## config.mk

```make
export PLATFORM = sky130hd
export DESIGN_NAME = soc_sysid_ext_flat
export DESIGN_NICKNAME = d
export VERILOG_FILES = /design/src/rtl/soc_sysid_ext_if.sv /design/src/rtl/soc_sysid_ext.sv /design/src/flat_wrapper.sv
export SDC_FILE = /design/constraint.sdc
export NUM_CORES = 1
export LEC_CHECK = 0
export BUFFER_PORTS_ARGS = -buffer_cell sky130_fd_sc_hd__buf_2
export CAP_MARGIN = 15
export CELL_PAD_IN_SITES_DETAIL_PLACEMENT = 1
export CELL_PAD_IN_SITES_GLOBAL_PLACEMENT = 2
export CORE_MARGIN = 3
export CORE_UTILIZATION = 28
export DETAILED_ROUTE_END_ITERATION = 10
export PLACE_DENSITY = 0.85
export SYNTH_ARGS = -nofsm -noshare
export SYNTH_HDL_FRONTEND = slang
export SYNTH_SLANG_ARGS = --single-unit
```

## constraint.sdc

```tcl
create_clock -name clock -period 3.6 [get_ports clock]
set_clock_uncertainty 0.15 [all_clocks]
set_input_delay 0.36 -clock clock [delete_from_list [all_inputs] [get_ports clock]]
set_output_delay 0.36 -clock clock [all_outputs]
set_load 0.05 [all_outputs]
```

## src/rtl/soc_sysid_ext_if.sv

```systemverilog
// soc_sysid_ext_if -- Avalon-MM slave bus bundle for the system-ID block.
//
// Parameter:
//   ADDR_W        word-address width
// Signals:
//   address       word address          (master -> slave)
//   read, write   single-cycle strobes   (master -> slave)
//   writedata     32-bit write data      (master -> slave)
//   readdata      32-bit registered data (slave -> master)
//   readdatavalid read response strobe   (slave -> master)
`timescale 1ns/1ps

interface soc_sysid_ext_if #(
  parameter int ADDR_W = 5
) ();
  logic [ADDR_W-1:0] address;
  logic              read;
  logic              write;
  logic [31:0]       writedata;
  logic [31:0]       readdata;
  logic              readdatavalid;

  modport master (
    output address, read, write, writedata,
    input  readdata, readdatavalid
  );

  modport slave (
    input  address, read, write, writedata,
    output readdata, readdatavalid
  );
endinterface

```

## src/rtl/soc_sysid_ext.sv

```systemverilog
// soc_sysid_ext -- system identification register block with an optional
// 64-bit uptime counter, behind an Avalon-MM slave with fixed 1-cycle read
// latency (no waitrequest).
//
// Word map:
//   0 ID (RO)   1 TIMESTAMP (RO)   2 CAPS (RO)   3 SCRATCH (RW)
//   4 UPTIME_LO (RO)  5 UPTIME_HI (RO, shadow)  6 CTRL (WO, reads 0)
//   7 reserved        8..8+NUM_USER-1 USER[k] (RO)
//
// Optional feature: define SOC_SYSID_UPTIME_EN to build the uptime counter,
// its HI shadow and the CTRL clear. Without it, offsets 4..6 read 0 and CTRL
// writes do nothing.
//
// Ports:
//   clock       sole clock, rising edge
//   reset       asynchronous active-high reset
//   user_words  NUM_USER flat 32-bit user ID words, word k at [32k+31:32k];
//               quasi-static, sampled in the read-strobe cycle
//   bus         soc_sysid_ext_if slave modport (Avalon-MM)
`timescale 1ns/1ps

module soc_sysid_ext #(
  parameter logic [31:0] ID_VALUE  = 32'h0100_0001,
  parameter logic [31:0] TIMESTAMP = 32'd1479824168,
  parameter int          NUM_USER  = 4,
  parameter int          ADDR_W    = 5
) (
  input  logic                    clock,
  input  logic                    reset,
  input  logic [32*NUM_USER-1:0]  user_words,
  soc_sysid_ext_if.slave          bus
);

  if (NUM_USER < 1 || NUM_USER > 16) begin : g_bad_num_user
    $error("soc_sysid_ext: NUM_USER must be in 1..16");
  end
  if ((2 ** ADDR_W) < (8 + NUM_USER)) begin : g_bad_addr_w
    $error("soc_sysid_ext: ADDR_W too small for the register map");
  end

  localparam logic [ADDR_W-1:0] OFS_ID      = ADDR_W'(0);
  localparam logic [ADDR_W-1:0] OFS_TSTAMP  = ADDR_W'(1);
  localparam logic [ADDR_W-1:0] OFS_CAPS    = ADDR_W'(2);
  localparam logic [ADDR_W-1:0] OFS_SCRATCH = ADDR_W'(3);
`ifdef SOC_SYSID_UPTIME_EN
  localparam logic [ADDR_W-1:0] OFS_UP_LO   = ADDR_W'(4);
  localparam logic [ADDR_W-1:0] OFS_UP_HI   = ADDR_W'(5);
  localparam logic [ADDR_W-1:0] OFS_CTRL    = ADDR_W'(6);
  localparam logic              HAS_UPTIME  = 1'b1;
`else
  localparam logic              HAS_UPTIME  = 1'b0;
`endif
  localparam int                OFS_USER0   = 8;

  localparam logic [3:0]  CAPS_AW = 4'(ADDR_W);
  localparam logic [4:0]  CAPS_NU = 5'(NUM_USER);
  localparam logic [31:0] CAPS_VALUE =
    {16'h0, CAPS_AW, 3'b000, HAS_UPTIME, 3'b000, CAPS_NU};

  // A simultaneous read wins; the write is dropped entirely.
  logic wr_en;
  assign wr_en = bus.write & ~bus.read;

  logic [31:0] scratch_q;
  logic [31:0] rd_mux;

`ifdef SOC_SYSID_UPTIME_EN
  logic [63:0] uptime_q;
  logic [31:0] shadow_q;
  logic        clear;

  assign clear = wr_en && (bus.address == OFS_CTRL) && bus.writedata[0];

  always_ff @(posedge clock or posedge reset) begin
    if (reset) begin
      uptime_q <= '0;
      shadow_q <= '0;
    end else begin
      // Wraps naturally at 2**64-1.
      uptime_q <= clear ? 64'd0 : uptime_q + 64'd1;
      // Latch the upper half in the same cycle as the LO read so a later HI
      // read is coherent even if a carry ripples in between.
      if (bus.read && (bus.address == OFS_UP_LO))
        shadow_q <= uptime_q[63:32];
    end
  end
`endif

  // Read multiplexer; reserved, unmapped and write-only offsets return 0.
  always_comb begin
    // NOTE: default assignment first so every path drives rd_mux and no latch
    // is inferred.
    rd_mux = '0;
    case (bus.address)
      OFS_ID:      rd_mux = ID_VALUE;
      OFS_TSTAMP:  rd_mux = TIMESTAMP;
      OFS_CAPS:    rd_mux = CAPS_VALUE;
      OFS_SCRATCH: rd_mux = scratch_q;
`ifdef SOC_SYSID_UPTIME_EN
      OFS_UP_LO:   rd_mux = uptime_q[31:0];
      OFS_UP_HI:   rd_mux = shadow_q;
`endif
      default:     rd_mux = '0;
    endcase
    for (int k = 0; k < NUM_USER; k++) begin
      if (bus.address == ADDR_W'(OFS_USER0 + k))
        rd_mux = user_words[32*k +: 32];
    end
  end

  always_ff @(posedge clock or posedge reset) begin
    if (reset) begin
      // NOTE: non-blocking assignments for all clocked state so every register
      // samples pre-edge values regardless of statement order.
      scratch_q         <= '0;
      bus.readdata      <= '0;
      bus.readdatavalid <= 1'b0;
    end else begin
      bus.readdatavalid <= bus.read;
      // readdata holds its last value between responses.
      if (bus.read)
        bus.readdata <= rd_mux;
      if (wr_en && (bus.address == OFS_SCRATCH))
        scratch_q <= bus.writedata;
    end
  end

endmodule
```

## src/flat_wrapper.sv

```systemverilog
// flat-port wrapper written by rule: the top's interface ports become plain ports
module soc_sysid_ext_flat 
#(
  parameter logic [31:0] ID_VALUE  = 32'h0100_0001,
  parameter logic [31:0] TIMESTAMP = 32'd1479824168,
  parameter int          NUM_USER  = 4,
  parameter int          ADDR_W    = 5
)
  (clock, reset, user_words, bus_address, bus_read, bus_write, bus_writedata, bus_readdata, bus_readdatavalid);
  soc_sysid_ext_if #(.ADDR_W(ADDR_W)) bus_i ();
  input  logic clock;
  input  logic reset;
  input  logic [32*NUM_USER-1:0] user_words;
  input wire logic [$bits(bus_i.address)-1:0] bus_address;
  input wire logic [$bits(bus_i.read)-1:0] bus_read;
  input wire logic [$bits(bus_i.write)-1:0] bus_write;
  input wire logic [$bits(bus_i.writedata)-1:0] bus_writedata;
  output wire logic [$bits(bus_i.readdata)-1:0] bus_readdata;
  output wire logic [$bits(bus_i.readdatavalid)-1:0] bus_readdatavalid;
  assign bus_i.address = bus_address;
  assign bus_i.read = bus_read;
  assign bus_i.write = bus_write;
  assign bus_i.writedata = bus_writedata;
  assign bus_readdata = bus_i.readdata;
  assign bus_readdatavalid = bus_i.readdatavalid;
  soc_sysid_ext #(.ID_VALUE(ID_VALUE), .TIMESTAMP(TIMESTAMP), .NUM_USER(NUM_USER), .ADDR_W(ADDR_W)) u_core (.clock(clock), .reset(reset), .user_words(user_words), .bus(bus_i));
endmodule
```

==> metrics.csv <==
metric;value;unit
1st-pass router iterations;4;
Switching Share;29.6;%
boundary pin count;202;
CP max stage delay;0.68;ns
Seq/Total Area, Yosys;39.8;%
post-synth top area cell;dfrtp_1;
Fin. Hold Viols;0;
WS Path Type;in -> reg;
clock tree buffer depth;2;
DP Area;5140;um^2
grt met1 use;25.5;%
power share of the clock group;39.3;%
CTS Sinks;65;
combinational group share of total power;22.6;%
CTS tree;built;
WP data arrival;2.45;ns
crit share post-route;66.4;%
Syn Nets;583;
Area Overhead vs Synth;33.1;%
WHS;0.0686;ns
initial core utilization;29.0;%
FFs w/ async S/R, synth;100;%
RSZ-0062 raised after global routing;no;
cells after synthesis;414;
routing usage on met3;3.87;%
Post-synth EDFFs;0;
largest net degree at the start of global routing;41;
highest clock rate;418;MHz
DRC violations left;0;
GRT Overall Usage;19.7;%
Rows;43;
Pwr Density;409;nW/um^2
gr ovfl total;0;
Final Max Slew Viols;0;
vias in the first global route;4470;
commonest cells in the netlist;dfrtp_1 (65), nand2_1 (49), a21oi_1 (40);
Most used DFF post-synth;dfrtp_1;
Setup Slack @ Placement;0.851;ns
setup ws final;1.21;ns
Layout Utilization;38.6;%
Port Buffers;201;
Setup TNS;0;ns
CP max-delay cell;nand4_4;
hpwl dp;12.1;mm
status;complete, no violations;
Routed WL;16.2;mm
maxcap violations;0;
Reg clk slew, reported paths;0.05;ns
post-cts gate resize count;0;
cell-internal power;1.57;mW
Crit path max-delay family;simple AND/OR/NAND/NOR gates;
Yosys cell types;46;
LEAKAGE;2.75;nW
GRT met2 Usage;32.5;%
synthesis-stage register bit count;65;
Syn. warnings;0;
crit end category;flip-flop;
first-pass GRT wire length;24.7;mm
critical-path cell list;buf_2 -> and3b_1 -> nand4_4 -> mux2_4;
H-tree levels;3;
DIE AREA;16100;um^2
hold buffer count at cts;0;
antenna violations before repair;4;
Die W;127;um
# nets final;762;
Final setup viols;0;
GP Congestion;0.795;
layout cells sized above 1;45.9;%
root buf cell;clkbuf_16;
placed cells;762;
1st-iter DRT viols;282;
Max FO, Critical Path;35;
cell with the most instances after synthesis;dfrtp_1;
worst min-delay path class;in -> async;
largest cells by area after synthesis;dfrtp_1 (40%), mux2_4 (11%), a21oi_1 (4.9%), nand2_1 (4.5%), a221o_1 (3.9%);
GR peak layer;met2;
Die H;127;um
final instance area;5440;um^2
CP Launch Type;input pin;
syn avg cell area;9.88;um^2
postcts setup bufs;0;
CP Buf/Inv Count;1;
Cell Area, Synth;4090;um^2
Sequential Power Share;38.2;%
Vias/cell;5.23;
total number of vias;4082;
CTS Buf Count;9;
drt wl/cell;20.7;um
Worst EP required;3.66;ns
total power;2.23;mW
Worst Tran Pin Value;0.909;ns
Core Area;14100;um^2
top cell type's share of synthesized area;39.8;%
sw power;0.659;mW
Peak supply drop;212;uV
worst skew pair latency;0.33;ns
Rel. slew slack;39.4;%
Routed Antenna Nets;0;
min cycle time layout;2.39;ns
Non-Filler Instances;781;
cell families after synthesis:
logic type             synth area share, %
AOI/OAI and AO/OA                     27.1
and+or+nand+nor                       12.4
buffers and inverters                 7.37
DFF                                   39.8
muxes                                 13.3
state kept, by name, indices dropped and copies added (netlist names):
register,count
u_core.scratch_q,32
u_core.bus.readdatavalid,1
u_core.bus.readdata,32
path summary, 6_finish.rpt:
path,cells after the start,end,startpoint,slack (ns)
worst max register to register,4,u_core.bus.readdata[2],u_core.scratch_q[2],2.21
min in group clock,2,u_core.scratch_q[17],bus_writedata[17],0.10
worst min-delay path,2,u_core.bus.readdata[8],reset,0.07
max in group asynchronous,3,u_core.bus.readdata[21],reset,2.30
worst max-delay path,4,u_core.scratch_q[28],bus_address[0],1.21
worst min register to register,2,u_core.bus.readdata[18],u_core.bus.readdata[18],0.36
per-layer routing:
metal,wire [um],up-vias
met5,0,-
met1,6800,2006
li1,-,1913
met3,959,22
met4,321,0
met2,8080,141
power by group through the flow:
| stage | combinational, mW | sequential (mW) | clock, mW |
|---|---|---|---|
| detailed placement | 0.503 | 0.861 | 0 |
| finish | 0.502 | 0.850 | 0.874 |
| global placement | 0.495 | 0.857 | 0 |
| CTS | 0.505 | 0.849 | 0.889 |
| global route | 0.543 | 0.857 | 0.927 |
| floorplan | 0.240 | 0.929 | 0 |
final cells by class:
type / instances / area (um^2)
inverter: 16 / 60.1
fill: 1704 / 8650
multi-input combinational: 292 / 2160
antenna: 4 / 10.0
clock buffer: 10 / 239
timing repair buffer: 209 / 1070
clock inverter: 5 / 56.3
sequential: 65 / 1630
tap: 180 / 225
worst register-to-register path, stage by stage, from the launching register on:
cell and delay (ns):
dfrtp_1 0.37, nand2b_1 0.12, a21oi_1 0.07, or4_1 0.49, o21ai_1 0.13
layout by cell type, fill, tap and decap left out, types with 5 or more instances in the layout:
| master | count |
|---|---|
| buf_2 | 201 |
| dfrtp_1 | 65 |
| nand2_1 | 49 |
| a21oi_1 | 40 |
| mux2_4 | 30 |
| o21ai_0 | 27 |
| nor2b_1 | 23 |
| o22ai_1 | 19 |
| o2bb2ai_1 | 17 |
| a221o_1 | 16 |
| a221oi_1 | 15 |
| inv_1 | 14 |
| o221a_2 | 9 |
| clkbuf_16 | 9 |
| buf_4 | 8 |
| a22oi_1 | 7 |
| mux2i_1 | 5 |
Note: power is estimated with default switching activity, not from simulation.
